File: config.mk
export PLATFORM = sky130hd
export DESIGN_NAME = bit_serial_tx_flat
export DESIGN_NICKNAME = d
export VERILOG_FILES = /design/src/rtl/bit_serial_tx_if.sv /design/src/rtl/bit_serial_tx.sv /design/src/flat_wrapper.sv
export SDC_FILE = /design/constraint.sdc
export NUM_CORES = 1
export LEC_CHECK = 0
export ABC_AREA = 1
export CAP_MARGIN = 40
export CORE_MARGIN = 2
export CORE_UTILIZATION = 49
export DETAILED_ROUTE_END_ITERATION = 8
export PLACE_DENSITY = 0.81
export REMOVE_ABC_BUFFERS = 1
export SYNTH_ARGS = -nofsm -noshare
export SYNTH_HDL_FRONTEND = slang
export SYNTH_SLANG_ARGS = --single-unit
File: constraint.sdc
create_clock -name clk -period 1.75 [get_ports clk]
set_input_delay 0.175 -clock clk [delete_from_list [all_inputs] [get_ports clk]]
set_output_delay 0.175 -clock clk [all_outputs]
set_load 0.02 [all_outputs]
File: src/rtl/bit_serial_tx_if.sv
// Load handshake between a word source and bit_serial_tx.
// master = word source, slave = transmitter.
interface bit_serial_tx_if #(
  parameter int WIDTH = 8
);
  logic [WIDTH-1:0] data_in;
  logic             load_valid;
  logic             load_ready;

  modport master (
    output data_in,
    output load_valid,
    input  load_ready
  );

  modport slave (
    input  data_in,
    input  load_valid,
    output load_ready
  );
endinterface

File: src/rtl/bit_serial_tx.sv
// Parallel-to-serial transmitter: one bit per clock on ser_out, strobed by ser_en.
// Define BIT_SERIAL_TX_PARITY_EN to append an even-parity bit after each word.
module bit_serial_tx #(
  parameter int WIDTH      = 8,
  parameter int MSB_FIRST  = 1,
  parameter int GAP_CYCLES = 1
) (
  input  logic           clk,
  input  logic           rst_n,
  bit_serial_tx_if.slave bus,
  output logic           ser_out,
  output logic           ser_en,
  output logic           busy,
  output logic           done
);

  localparam int CW = $clog2(WIDTH) + 1;
  localparam logic [CW-1:0] BIT_LAST = CW'(WIDTH - 1);
  localparam logic [7:0]    GAP_LAST = 8'((GAP_CYCLES > 0) ? (GAP_CYCLES - 1) : 0);

`ifdef BIT_SERIAL_TX_PARITY_EN
  typedef enum logic [1:0] {IDLE, SHIFT, GAP, PARITY} state_t;
`else
  typedef enum logic [1:0] {IDLE, SHIFT, GAP} state_t;
`endif

  state_t           state_q, state_d;
  logic [WIDTH-1:0] shift_q, shift_d;
  logic [WIDTH-1:0] shift_adv;
  logic [CW-1:0]    bit_cnt_q, bit_cnt_d;
  logic [7:0]       gap_cnt_q, gap_cnt_d;
  logic             ser_out_q, ser_out_d;
  logic             ser_en_q, ser_en_d;
  logic             busy_q, busy_d;
  logic             done_q, done_d;
  logic             end_word;
`ifdef BIT_SERIAL_TX_PARITY_EN
  logic             parity_q, parity_d;
`endif

  // The bit presented next always sits at the leading end of the register.
  function automatic logic lead_bit(input logic [WIDTH-1:0] v);
    return (MSB_FIRST != 0) ? v[WIDTH-1] : v[0];
  endfunction

  function automatic logic [WIDTH-1:0] advance(input logic [WIDTH-1:0] v);
    return (MSB_FIRST != 0) ? (v << 1) : (v >> 1);
  endfunction

  assign shift_adv      = advance(shift_q);
  assign bus.load_ready = (state_q == IDLE);

  always_comb begin
    state_d   = state_q;
    shift_d   = shift_q;
    bit_cnt_d = bit_cnt_q;
    gap_cnt_d = gap_cnt_q;
    ser_out_d = 1'b0;
    ser_en_d  = 1'b0;
    busy_d    = busy_q;
    done_d    = 1'b0;
    end_word  = 1'b0;
`ifdef BIT_SERIAL_TX_PARITY_EN
    parity_d  = parity_q;
`endif

    case (state_q)
      IDLE: begin
        if (bus.load_valid) begin
          state_d   = SHIFT;
          shift_d   = bus.data_in;
          bit_cnt_d = '0;
          ser_en_d  = 1'b1;
          ser_out_d = lead_bit(bus.data_in);
          busy_d    = 1'b1;
`ifdef BIT_SERIAL_TX_PARITY_EN
          parity_d  = ^bus.data_in;
`endif
        end
      end

      SHIFT: begin
        if (bit_cnt_q == BIT_LAST) begin
`ifdef BIT_SERIAL_TX_PARITY_EN
          state_d   = PARITY;
          ser_en_d  = 1'b1;
          ser_out_d = parity_q;
`else
          end_word  = 1'b1;
`endif
        end else begin
          bit_cnt_d = bit_cnt_q + CW'(1);
          shift_d   = shift_adv;
          ser_en_d  = 1'b1;
          ser_out_d = lead_bit(shift_adv);
        end
      end

`ifdef BIT_SERIAL_TX_PARITY_EN
      PARITY: begin
        end_word = 1'b1;
      end
`endif

      GAP: begin
        if (gap_cnt_q == GAP_LAST) begin
          state_d = IDLE;
          busy_d  = 1'b0;
        end else begin
          gap_cnt_d = gap_cnt_q + 8'd1;
        end
      end

      default: begin
        state_d = IDLE;
        busy_d  = 1'b0;
      end
    endcase

    // done coincides with the first gap cycle, or with the return to IDLE when there is no gap.
    if (end_word) begin
      done_d = 1'b1;
      if (GAP_CYCLES > 0) begin
        state_d   = GAP;
        gap_cnt_d = '0;
      end else begin
        state_d = IDLE;
        busy_d  = 1'b0;
      end
    end
  end

  always_ff @(posedge clk or negedge rst_n) begin
    if (!rst_n) begin
      state_q   <= IDLE;
      shift_q   <= '0;
      bit_cnt_q <= '0;
      gap_cnt_q <= '0;
      ser_out_q <= 1'b0;
      ser_en_q  <= 1'b0;
      busy_q    <= 1'b0;
      done_q    <= 1'b0;
`ifdef BIT_SERIAL_TX_PARITY_EN
      parity_q  <= 1'b0;
`endif
    end else begin
      state_q   <= state_d;
      shift_q   <= shift_d;
      bit_cnt_q <= bit_cnt_d;
      gap_cnt_q <= gap_cnt_d;
      ser_out_q <= ser_out_d;
      ser_en_q  <= ser_en_d;
      busy_q    <= busy_d;
      done_q    <= done_d;
`ifdef BIT_SERIAL_TX_PARITY_EN
      parity_q  <= parity_d;
`endif
    end
  end

  assign ser_out = ser_out_q;
  assign ser_en  = ser_en_q;
  assign busy    = busy_q;
  assign done    = done_q;

endmodule

File: src/flat_wrapper.sv
// flat-port wrapper written by rule: the top's interface ports become plain ports
module bit_serial_tx_flat 
#(
  parameter int WIDTH      = 8,
  parameter int MSB_FIRST  = 1,
  parameter int GAP_CYCLES = 1
)
  (clk, rst_n, ser_out, ser_en, busy, done, bus_data_in, bus_load_valid, bus_load_ready);
  bit_serial_tx_if #(.WIDTH(WIDTH)) bus_i ();
  input  logic clk;
  input  logic rst_n;
  output logic ser_out;
  output logic ser_en;
  output logic busy;
  output logic done;
  input wire logic [$bits(bus_i.data_in)-1:0] bus_data_in;
  input wire logic [$bits(bus_i.load_valid)-1:0] bus_load_valid;
  output wire logic [$bits(bus_i.load_ready)-1:0] bus_load_ready;
  assign bus_i.data_in = bus_data_in;
  assign bus_i.load_valid = bus_load_valid;
  assign bus_load_ready = bus_i.load_ready;
  bit_serial_tx #(.WIDTH(WIDTH), .MSB_FIRST(MSB_FIRST), .GAP_CYCLES(GAP_CYCLES)) u_core (.clk(clk), .rst_n(rst_n), .bus(bus_i), .ser_out(ser_out), .ser_en(ser_en), .busy(busy), .done(done));
endmodule
==> results of run 1 <==
==> cells by family (layout without fill, tap and decap cells) <==
kind of cell / count (synthesis) / count (layout) / share of synthesized area [%]
xor gates and xnor gates: 2 / 2 / 1.34
DFF: 25 / 25 / 47.9
and+or+nand+nor: 73 / 73 / 24.3
buffers and inverters: 21 / 40 / 6.99
adders and majority gates: 3 / 3 / 2.87
AOI/OAI and AO/OA: 30 / 30 / 16.6
==> routing by layer <==
layer	vias to the layer above	part of all wire (%)
met1	500	46
met4	0	1.9
li1	539	-
met3	7	4.0
met5	-	0
met2	18	48
==> state kept, by name (all words and copies together) (netlist names) <==
name	cells
u_core.bit_cnt_q	4
u_core.busy	1
u_core.done	1
u_core.gap_cnt_q	8
u_core.ser_en	1
u_core.ser_out	1
u_core.shift_q	7
u_core.state_q	2
==> worst max-delay path by stage <==
stage,from,endpoint,slack [ps],cells after the start
4_1_cts,u_core.state_q[1],bus_load_ready,210,2
5_1_grt,u_core.bit_cnt_q[0],u_core.gap_cnt_q[4],100,8
2_1_floorplan,u_core.state_q[1],u_core.shift_q[1],400,5
3_3_place_gp,u_core.state_q[1],bus_load_ready,330,2
3_5_place_dp,u_core.bit_cnt_q[0],u_core.shift_q[1],270,6
6_report,u_core.state_q[1],bus_load_ready,240,2
==> final cells by class <==
| type | instances | share of cell area, % |
|---|---|---|
| clock buffers | 4 | 1.74 |
| flip-flops and latches | 25 | 41.3 |
| inverters | 19 | 4.71 |
| repair buffers | 17 | 10.8 |
| multi-input cells | 108 | 38.9 |
| well taps | 30 | 2.48 |
==> where the power goes <==
group / leakage [nW] / switching [W] / internal [W]
clock: 0.0150 / 0.000163 / 0.0000892
sequential: 0.322 / 0.0000851 / 0.000742
combinational: 0.415 / 0.000538 / 0.000345
==> timing repair <==
action                     4_1_cts  5_1_grt
hold buffers                     0        0
resized for setup                1        0
setup buffers                    0        0
setup endpoints to repair        1        0
==> per-stage QoR <==
stage,util [%],worst slack (ps)
floorplan,-,403
global placement,59.6,328
detailed placement,59.6,271
CTS,60.6,206
global route,60.6,98.8
finish,60.6,235
==> synthesized netlist by cell type <==
cell type and instances:
o21bai_1 3, dfrtp_1 25, nor2_1 16, inv_1 17, o21ai_4 1, nand3_2 1
a21oi_1 2, nand2_1 40, o211ai_1 6, ha_1 3, nor2_2 1, nand2_4 1
buf_2 1, o21ai_0 2, nor2_4 1, buf_8 1, nand2_2 3, nand3_1 10
o21ai_2 8, a22oi_1 1, inv_2 2, o21ai_1 7, xor2_1 2
==> cell usage in the layout, fill, tap and decap left out <==
cell type         n
o21ai_1           7
nor2_1           16
nand2_2           3
clkdlybuf4s50_1  14
dlygate4sd2_1     1
nor2_4            1
nand3_1          10
clkbuf_1          1
o211ai_1          6
dfrtp_1          25
nor2_2            1
buf_4             2
inv_2             2
inv_1            17
xor2_1            2
ha_1              3
nand2_4           1
nand3_2           1
o21ai_0           2
clkbuf_4          3
o21ai_4           1
nand2_1          40
o21ai_2           8
o21bai_1          3
a21oi_1           2
a22oi_1           1
==> impl_metrics.env, run 1 <==
export IMPL_path_buf_inv=1
export IMPL_wirelength_um=2510
export IMPL_critPathMaxFanout=4
export IMPL_avgViaCountPerCell=5.24
export IMPL_cts_max_level=1
export IMPL_placed_cells=199
export IMPL_synth_avg_cell_area_um2=8.48
export IMPL_fmax_mhz=660
export IMPL_io_pins=16
export IMPL_grt_overflow=0
export IMPL_cellLeakagePower_nw=0.751
export IMPL_yosysSeqAreaShare_pct=47.9
export IMPL_drv_cap=0
export IMPL_required_ps=1570
export IMPL_multiInputGateArea_um2=589
export IMPL_dr_pass1_iters=4
export IMPL_place_area_um2=1490
export IMPL_grt_pass1_wl_um=4620
export IMPL_finalSetupViolCount=0
export IMPL_dpl_hpwl_um=1880
export IMPL_die_w_um=55.6
export IMPL_final_setup_tns_ps=0
export IMPL_rsz0062_at_grt="false"
export IMPL_netlist_instances=154
export IMPL_drive_gt1_share_pct=13.3
export IMPL_ant_nets=0
export IMPL_worst_path_largest_cell_delay_ps=460
export IMPL_grt_usage_pct=18.8
export IMPL_synth_top_cell_area_share_pct=47.9
export IMPL_worstSetupPathType="register to output pin"
export IMPL_critical_path_top_delay_family="flip-flops"
export IMPL_yosysTopAreaCell="dfrtp_1"
export IMPL_power_density_nw_per_um2=1300
export IMPL_fin_crit_sh_pct=86.6
export IMPL_busiest_layer="met2"
export IMPL_n_fill_cell=226
export IMPL_post_route_min_period_ps=1510
export IMPL_core_area_um2=2500
export IMPL_place_congestion=0.839
export IMPL_ys_ff_latch=25
export IMPL_antenna_cells=0
export IMPL_cts_buffer_depth=2
export IMPL_reg2reg_slack_ps=250
export IMPL_hold_slack_ps=202
export IMPL_first_global_vias=1076
export IMPL_root_buffer="clkbuf_4"
export IMPL_synthDistinctLibCells=23
export IMPL_critPathSlowestCell="dfrtp_1"
export IMPL_rows=18
export IMPL_final_area_um2=1510
export IMPL_final_hold_violation_count=0
export IMPL_end_kind="output pin"
export IMPL_min_path_type="input pin to asynchronous set/reset pin"
export IMPL_synth_area_leaders="dfrtp_1 48%, nand2_1 11%, o21ai_2 5.4%"
export IMPL_crit_path_cell_trace="nor2_2 -> dlygate4sd2_1"
export IMPL_final_max_slew_viol_count=0
export IMPL_cts_sinks=25
export IMPL_cts_buffers=3
export IMPL_drc=0
export IMPL_dieHeight_um=55.6
export IMPL_numPortBuffers=15
export IMPL_antenna_found_initial=0
export IMPL_grtUsageMet3_pct=5.58
export IMPL_yosysWarnings=0
export IMPL_cts_tree="built"
export IMPL_regArea_um2=626
export IMPL_first_iter_violations=24
export IMPL_dr_total_vias=1064
export IMPL_met1_usage_pct=23.4
export IMPL_r2r_start="u_core.bit_cnt_q[1]"
export IMPL_p_total_w=0.00196
export IMPL_post_drt_wl_per_cell_um=12.4
export IMPL_critPathLaunchType="register"
export IMPL_peakVddDrop_uv=818
export IMPL_grtUsageMet2_pct=30.1
export IMPL_status="finished clean"
export IMPL_rr_endpoint="u_core.bit_cnt_q[2]"
export IMPL_clkTransAtPathRegs_ps=130
export IMPL_start_util_pct=52.3
export IMPL_slew_headroom_pct=79.0
export IMPL_r2r_cells=6
export IMPL_dieArea_um2=3090
export IMPL_clk_latency_ps=320
export IMPL_area_growth_pct=15.9
export IMPL_fin_cells=203
export IMPL_worstPathArrival_ps=1340
export IMPL_finClkSkew_ps=8.21
export IMPL_nets=188
export IMPL_grt_start_max_net_pins=26
export IMPL_netlist_area_um2=1310
export IMPL_worst_pin_slew_ps=316
Power figures use the tool's default switching activity.
==> run 2, diff against run 1 <==
HOLD_SLACK_MARGIN = 0.03   (was unset)
==> results of run 2 <==
The final DEF is identical to that of run 1; final timing and power are the same.
==> run 3, diff against run 2 <==
CORE_ASPECT_RATIO = 0.7   (was unset)
==> run 3 against run 2 <==
  * Routed wire length is 8.1% higher
  * Combinational power increased by 0.6%
  * Core utilization up 1.0 points
  * Clock-buffer cell count unchanged
  * Critical path depth is 4 higher
  * Sequential cell count did not move
  * Sequential share of layout area shrank 0.64 points
  * Sequential power is essentially flat
==> impl_metrics.env, run 3 (synthesis results as in run 1) <==
export IMPL_area_growth_pct=17.7
export IMPL_p_int_w=0.00125
export IMPL_cp_depth=6
export IMPL_antenna_found_initial=0
export IMPL_place_area_um2=1490
export IMPL_final_area_um2=1540
export IMPL_grt_usage_pct=21.1
export IMPL_critPathSlowestCell="dfrtp_1"
export IMPL_dieHeight_um=47.2
export IMPL_first_iter_violations=39
export IMPL_io_pins=16
export IMPL_largest_reg_flops=8
export IMPL_worst_path_largest_cell_delay_ps=390
export IMPL_post_drt_wl_per_cell_um=13.1
export IMPL_r2r_cells=6
export IMPL_antenna_cells=0
export IMPL_final_max_slew_viol_count=0
export IMPL_place_congestion=0.794
export IMPL_drv_cap=0
export IMPL_r2r_start="u_core.bit_cnt_q[1]"
export IMPL_dr_pass1_iters=4
export IMPL_worst_pin_slew_ps=325
export IMPL_required_ps=1910
export IMPL_layout_common_cells="40 x nand2_1, 25 x dfrtp_1, 17 x inv_1"
export IMPL_path_buf_inv=0
export IMPL_multiInputGateArea_um2=589
export IMPL_grt_overflow=0
export IMPL_seqPwrFrac_pct=40.3
export IMPL_clkTransAtPathRegs_ps=80
export IMPL_regArea_um2=626
export IMPL_finalSetupViolCount=0
export IMPL_p_sw_w=0.000807
export IMPL_post_route_min_period_ps=1580
export IMPL_worstPathArrival_ps=1730
export IMPL_cts_buffer_depth=2
export IMPL_numPortBuffers=15
export IMPL_drive_gt1_share_pct=13.3
export IMPL_final_common_cell="nand2_1"
export IMPL_met1_usage_pct=24.4
export IMPL_cts_tree="built"
export IMPL_finClkSkew_ps=5.57
export IMPL_ctsHoldBuffers=0
export IMPL_ant_nets=0
export IMPL_power_density_nw_per_um2=1340
export IMPL_crit_path_cell_trace="ha_1 -> nand2_1 -> o21ai_4 -> nand2_4 -> a21oi_1 -> nor2_1"
export IMPL_placed_cells=203
export IMPL_critPathLaunchType="register"
export IMPL_reg2reg_slack_ps=170
export IMPL_rr_endpoint="u_core.bit_cnt_q[2]"
export IMPL_dpl_hpwl_um=2050
export IMPL_final_setup_tns_ps=0
export IMPL_cts_buffers=3
export IMPL_n_fill_cell=207
export IMPL_fin_cells=207
export IMPL_root_buffer="clkbuf_8"
export IMPL_peakVddDrop_uv=1050
export IMPL_worstSetupPathType="register to register"
export IMPL_fin_crit_sh_pct=90.0
export IMPL_rows=15
export IMPL_reg_top3="u_core.gap_cnt_q x8, u_core.shift_q x7, u_core.bit_cnt_q x4"
export IMPL_first_global_vias=1102
export IMPL_cts_sinks=25
export IMPL_min_path_type="input pin to asynchronous set/reset pin"
export IMPL_start_util_pct=52.3
export IMPL_fmax_mhz=635
export IMPL_power_frac_clock_pct=16.6
export IMPL_status="finished clean"
export IMPL_grtUsageMet3_pct=6.00
export IMPL_grtUsageMet2_pct=39.2
export IMPL_critPathMaxFanout=17
export IMPL_nets=188
export IMPL_grt_pass1_wl_um=4770
export IMPL_cts_max_level=1
export IMPL_final_hold_violation_count=0
export IMPL_slew_headroom_pct=78.3
export IMPL_wirelength_um=2710
export IMPL_combinationalPowerShare_pct=43.1
export IMPL_netSwitchingFraction_pct=39.2
export IMPL_drc=0
export IMPL_dr_total_vias=1066
export IMPL_die_w_um=65.7
export IMPL_clk_latency_ps=270
export IMPL_core_area_um2=2500
export IMPL_cellLeakagePower_nw=0.759
export IMPL_grt_start_max_net_pins=26
export IMPL_critical_path_top_delay_family="compound AO/OA/AOI/OAI gates"
export IMPL_busiest_layer="met2"
export IMPL_top_register="u_core.gap_cnt_q"
export IMPL_rsz0062_at_grt="false"
export IMPL_dieArea_um2=3100
export IMPL_end_kind="register"
export IMPL_p_total_w=0.00206
export IMPL_avgViaCountPerCell=5.15
## run 3: cell counts in the layout (fill, tap and decap cells not counted)
Identical to the previous run, type by type.
## run 3: area by class of cell
type	count	area share, %
Sequential cell	25	40.7
Clock buffer	4	2.93
Inverter	19	4.64
Tap cell	34	2.77
Timing Repair Buffer	17	10.7
Multi-Input combinational cell	108	38.3
## run 3: how the worst max path moves through the flow
stage	slack, ps	endpoint	from
2_1_floorplan	400	u_core.shift_q[1]	u_core.state_q[1]
3_3_place_gp	340	bus_load_ready	u_core.state_q[1]
3_5_place_dp	200	u_core.bit_cnt_q[2]	u_core.bit_cnt_q[1]
4_1_cts	190	u_core.bit_cnt_q[2]	u_core.bit_cnt_q[1]
5_1_grt	70	u_core.bit_cnt_q[2]	u_core.bit_cnt_q[1]
6_report	170	u_core.bit_cnt_q[2]	u_core.bit_cnt_q[1]
## run 3: what timing repair did
| item | 4_1_cts | 5_1_grt |
|---|---|---|
| buffers inserted | 0 | 0 |
| setup endpoints to repair | 1 | 0 |
| resized for setup | 1 | 0 |
## run 3: power by group through the flow
stage	sequential [W]	clock [W]	combinational, W
final	0.000830	0.000341	0.000888
after global routing	0.000850	0.000373	0.000994
after CTS	0.000831	0.000351	0.000896
after detailed placement	0.000842	0	0.000903
after global placement	0.000830	0	0.000852
after floorplan	0.000865	0	0.000595
## run 3: metrics by stage
step                setup slack, ps  utilization [%]  hold WS [ps]
finish                          174             61.6           269
detailed placement              201             59.8           497
CTS                             192             61.6           279
global placement                339             59.8           481
global route                   72.7             61.6           296
floorplan                       403                -          -121
## run 3: layer usage
metal | vias up | share of wire (%)
met4 | 0 | 0.92
li1 | 539 | -
met2 | 25 | 51
met5 | - | 0
met1 | 498 | 44
met3 | 4 | 4.1
==> RTL change 1 (config.mk and constraints of run 1) <==
Add a define of `BIT_SERIAL_TX_PARITY_EN`.
--- a/src/rtl/bit_serial_tx.sv
+++ b/src/rtl/bit_serial_tx.sv
@@ -1,4 +1,6 @@
 // Parallel-to-serial transmitter: one bit per clock on ser_out, strobed by ser_en.
 // Define BIT_SERIAL_TX_PARITY_EN to append an even-parity bit after each word.
+`define BIT_SERIAL_TX_PARITY_EN
+
 module bit_serial_tx #(
   parameter int WIDTH      = 8,
Formal check against the unedited RTL: not equivalent (Yosys sat finds a counterexample within 10 cycles, from zero or initial values and one cycle with rst_n low).
==> RTL change 1 against run 1 <==
  * Area after synthesis increased by 19%
  * Via count increased by 32%
  * Worst setup slack got worse by 0.084 ns
  * Global-route usage increased by 0.46 points
  * Routed wire length increased by 24%
  * Final area increased by 24%
  * Power increased by 38%
  * Sequential cell count increased by 1
  * Highest routed layer unchanged
==> RTL change 1: results (changes against run 1) <==
Pleak: 0.000990 uW (was 0.000751 uW)
Worst relative slew slack: 0.776 (was 0.790)
Unique masters post-synth: 24 (was 23)
R2R cell count: 7 (was 6)
Gr usage total: 0.193 (was 0.188)
Worst Path Arrival: 1.42 ns (was 1.34 ns)
First-pass GRT wire length: 5320 um (was 4620 um)
Reg2Reg Setup Slack: 0.16 ns (was 0.25 ns)
Reg-to-reg critical path endpoint: u_core.shift_q[2]$_DFFE_PN0P_ (was u_core.bit_cnt_q[2]$_DFFE_PN0P_)
Vias in the first global route: 1244 (was 1076)
Peak per-stage delay on the critical path: 0.44 ns (was 0.46 ns)
Drt initial violations: 82 (was 24)
Predominant post-synthesis flop cell: dfrtp_1 (unchanged)
# diodes: 0 (unchanged)
Vias/cell: 5.01 (was 5.24)
Status: complete, no violations (unchanged)
Final nets: 256 (was 188)
Routed wire length: 3120 um (was 2510 um)
Clk Latency, worst-skew pair: 0.34 ns (was 0.32 ns)
Top post-synthesis cells by count: nand2_1 (76), inv_1 (28), nor2_1 (28) (was nand2_1 (40), dfrtp_1 (25), inv_1 (17))
Largest net degree at the start of global routing: 27 (was 26)
Number of iterations in the first detailed-routing pass: 4 (unchanged)
Synth top area cells: dfrtp_1 (42%), nand2_1 (18%), inv_1 (6.7%), nor2_1 (6.7%), ha_1 (5.6%) (was dfrtp_1 (48%), nand2_1 (11%), o21ai_2 (5.4%), inv_1 (4.9%), nor2_1 (4.6%))
Max Clock Freq: 0.625 GHz (was 0.660 GHz)
Share of cells above drive strength 1: 0.0886 (was 0.133)
Post-DP HPWL: 2200 um (was 1880 um)
Remaining routing DRC violations: 0 (unchanged)
Worst Clk Skew: 0.00799 ns (was 0.00821 ns)
Reg2reg start: u_core.state_q[1]$_DFFE_PN0P_ (was u_core.bit_cnt_q[1]$_DFFE_PN0P_)
Pre-CTS setup slack: 0.0166 ns (was 0.271 ns)
Sequential element share of the synthesized area: 0.417 (was 0.479)
Worst vdd ir: 481 uV (was 818 uV)
GPL Wtd Cong: 0.855 (was 0.839)
RTL change 1: per-layer routing:
layer,global-route usage,part of all wire
met3,0.0192,0.052
met4,0.0745,0.011
met1,0.275,0.47
met2,0.304,0.47
met5,0,0
RTL change 1: how the worst min path moves through the flow:
| stage | from | endpoint | slack, ns | cells after the start |
|---|---|---|---|---|
| after global routing | rst_n | u_core.state_q[0]$_DFFE_PN0P_ | 0.20 | 2 |
| after global placement | u_core.shift_q[4]$_DFFE_PN0P_ | u_core.shift_q[4]$_DFFE_PN0P_ | 0.46 | 2 |
| after floorplan | rst_n | u_core.bit_cnt_q[0]$_DFFE_PN0P_ | -0.12 | 0 |
| after detailed placement | u_core.shift_q[0]$_DFFE_PN0P_ | u_core.shift_q[0]$_DFFE_PN0P_ | 0.47 | 2 |
| final | rst_n | u_core.state_q[0]$_DFFE_PN0P_ | 0.19 | 2 |
| after CTS | rst_n | u_core.state_q[0]$_DFFE_PN0P_ | 0.19 | 2 |
RTL change 1: layout make-up:
class | instances | area, um^2
Timing Repair Buffer | 19 | 183
Multi-Input combinational cell | 159 | 827
Inverter | 29 | 109
Sequential cell | 26 | 651
Tap cell | 44 | 55.1
Clock inverter | 1 | 30.0
Fill cell | 276 | 1180
Clock buffer | 3 | 22.5
RTL change 1: cells by family after synthesis:
logic type	after synthesis	synth area share
compound gates	20	0.0842
xor+xnor	5	0.0281
fa+ha+maj	7	0.0561
buf+inv	33	0.0882
flops	26	0.417
simple gates	125	0.326
RTL change 1: timing repair:
item,4_1_cts,5_1_grt
setup buffers,0,0
gates resized for setup,3,6
endpoints found under the setup margin,2,11
cloned,0,2
pin swaps,0,1
RTL change 1: per-stage QoR:
stage               instances  area (um^2)   util
global placement          275         1770  0.579
detailed placement        275         1770  0.579
finish                    281         1880  0.615
global route              281         1880  0.615
floorplan                 212         1530      -
CTS                       279         1830  0.600
RTL change 1: power by group through the flow:
stage | clock, uW | sequential, uW | combinational (uW)
6_report | 419 | 918 | 1370
5_1_grt | 447 | 940 | 1540
4_1_cts | 431 | 916 | 1240
3_5_place_dp | 0 | 928 | 1200
3_3_place_gp | 0 | 919 | 1160
2_1_floorplan | 0 | 955 | 759
==> RTL change 2 (config.mk and constraints of run 1) <==
Without the edit above. Encoding of `state_t`: now one-hot (3 bits for 3 states).
--- a/src/rtl/bit_serial_tx.sv
+++ b/src/rtl/bit_serial_tx.sv
@@ -22,5 +22,5 @@
   typedef enum logic [1:0] {IDLE, SHIFT, GAP, PARITY} state_t;
 `else
-  typedef enum logic [1:0] {IDLE, SHIFT, GAP} state_t;
+  typedef enum logic [2:0] {IDLE = 3'b001, SHIFT = 3'b010, GAP = 3'b100} state_t;
 `endif
 
Function: same outputs for any inputs over 10 cycles, from zero or initial values and one cycle with rst_n low; not proved beyond that.
==> RTL change 2 against run 1 <==
  * Register-to-register slack gained 0.02 ns
  * Routed wire length increased by 0.92%
  * Area after synthesis up 7.4%
  * Largest cell class unchanged
  * Fmax shrank 5.0%
  * Synthesized cell count up 10%
  * Non-clock buffer count increased by 1
  * Worst setup slack lost 0.079 ns
  * Utilization is 0.56 points lower
  * Final area rose by 8.3%
  * Sequential cell count rose by 1
  * Critical path type unchanged
  * Highest routed layer unchanged
  * Power is 2.1% lower
  * Count of clock-buffer cells in the layout decreased by 1
  * Die area rose by 6.8%
==> RTL change 2: results (changes against run 1) <==
Worst relative slew slack: 0.785 (was 0.790)
CTS buffer count: 3 (unchanged)
Gr usage total: 0.178 (was 0.188)
Pleak: 0.000861 uW (was 0.000751 uW)
Ys async rst share: 1.00 (unchanged)
Status: complete, no violations (unchanged)
Reg2Reg Setup Slack: 0.27 ns (was 0.25 ns)
Vias/cell: 5.00 (was 5.24)
Compound-cell area share of the yosys netlist: 0.0999 (was 0.166)
Final nets: 205 (was 188)
Peak per-stage delay on the critical path: 0.55 ns (was 0.46 ns)
CP max FO: 2 (was 4)
Unique masters post-synth: 22 (was 23)
Top post-synthesis cells by count: nand2_1 (46), dfrtp_1 (25), inv_1 (24) (was nand2_1 (40), dfrtp_1 (25), inv_1 (17))
Post-CTS Setup Inserts: 0 (unchanged)
GPL Wtd Cong: 0.884 (was 0.839)
Share of cells above drive strength 1: 0.153 (was 0.133)
R2R cell count: 8 (was 6)
Top Registers: u_core.gap_cnt_q: 8 flops, u_core.shift_q: 7 flops, u_core.bit_cnt_q: 4 flops (unchanged)
Post-DP HPWL: 1970 um (was 1880 um)
Wire length per cell: 11.5 um (was 12.4 um)
Initial antenna violation count: 0 (unchanged)
Number of iterations in the first detailed-routing pass: 4 (unchanged)
Sequential element share of the synthesized area: 0.465 (was 0.479)
Xor/xnor cell area share of the yosys netlist: 0.0125 (was 0.0134)
Hold WC Path Type: in2async (unchanged)
Largest net degree at the start of global routing: 27 (was 26)
First-pass GRT wire length: 4620 um (about the same)
Yosys warns: 0 (unchanged)
Drt initial violations: 24 (unchanged)
Reg2reg start: u_core.gap_cnt_q[0]$_DFFE_PN0P_ (was u_core.bit_cnt_q[1]$_DFFE_PN0P_)
Synth top area cells: dfrtp_1 (45%), nand2_1 (12%), inv_1 (6.4%), o21ai_2 (5.0%), nand3_1 (4.6%) (was dfrtp_1 (48%), nand2_1 (11%), o21ai_2 (5.4%), inv_1 (4.9%), nor2_1 (4.6%))
Predominant post-synthesis flop cell: dfrtp_1 (unchanged)
Synth Area in Adders: 0.0268 (was 0.0287)
Vias in the first global route: 1089 (was 1076)
Worst Path Arrival: 1.42 ns (was 1.34 ns)
Slew Viols, Final: 0 (unchanged)
Clk buf depth: 2 (unchanged)
Reg with most FFs: u_core.gap_cnt_q (unchanged)
Worst Clk Skew: 0.0196 ns (was 0.00821 ns)
Reg-to-reg critical path endpoint: u_core.gap_cnt_q[3]$_DFFE_PN0P_ (was u_core.bit_cnt_q[2]$_DFFE_PN0P_)
H-tree lvl count: 1 (unchanged)
Worst vdd ir: 998 uV (was 818 uV)
CP max-delay cell: dfstp_2 (was dfrtp_1)
Port Buffer Count: 15 (unchanged)
Clock root cell: clkbuf_4 (unchanged)
Critical Path Source: u_core.state_q[0]$_DFFE_PN1P_ (was u_core.state_q[1]$_DFFE_PN0P_)
Clk Latency, worst-skew pair: 0.32 ns (about the same)
Clock-pin slew on the worst setup and hold paths: 0.15 ns (was 0.13 ns)
==> RTL change 2: routing by layer <==
layer / share of wire / global-route usage / routed length [um] / vias to the layer above
met5: 0 / 0 / 0 / -
met4: 0.0075 / 0.0631 / 19 / 0
met3: 0.022 / 0.0272 / 55 / 2
met2: 0.52 / 0.310 / 1320 / 13
met1: 0.45 / 0.222 / 1140 / 510
li1: - / - / - / 581
==> RTL change 2: power by group <==
part	switching, uW	internal, uW
clock	173	232
combinational	423	272
sequential	70.3	752
==> RTL change 2: metrics by stage <==
stage               instances  total power, uW  hold WS (ns)  setup WS, ns  instance area [um^2]
finish                    221             1920         0.204         0.156                  1640
global route              221             2040         0.222        0.0638                  1640
CTS                       221             1940         0.219         0.132                  1640
global placement          217             1510         0.470         0.243                  1590
detailed placement        217             1550         0.482         0.226                  1590
floorplan                 168             1310        -0.121         0.329                  1380
==> RTL change 2: worst max-delay path: cells and delay by family (launching register included) <==
family | cells | cell delay (ns)
DFF | 1 | 0.55
buffers and inverters | 2 | 0.44
and+or+nand+nor | 1 | 0.13
==> RTL change 2: timing repair <==
item | 4_1_cts | 5_1_grt
hold buffers | 0 | 0
resized for setup | 1 | 0
endpoints found under the setup margin | 1 | 0
==> RTL change 2: area by class of cell <==
class	count	area, um^2
Clock buffer	3	22.5
Clock inverter	1	30.0
Fill cell	216	1090
Inverter	26	97.6
Multi-Input combinational cell	116	628
Sequential cell	26	652
Tap cell	31	38.8
Timing Repair Buffer	18	171
==> RTL change 2: cell families after synthesis <==
logic type	Yosys count
fa+ha+maj	3
simple gates	89
xor+xnor	2
compound gates	22
buf+inv	28
flops	26
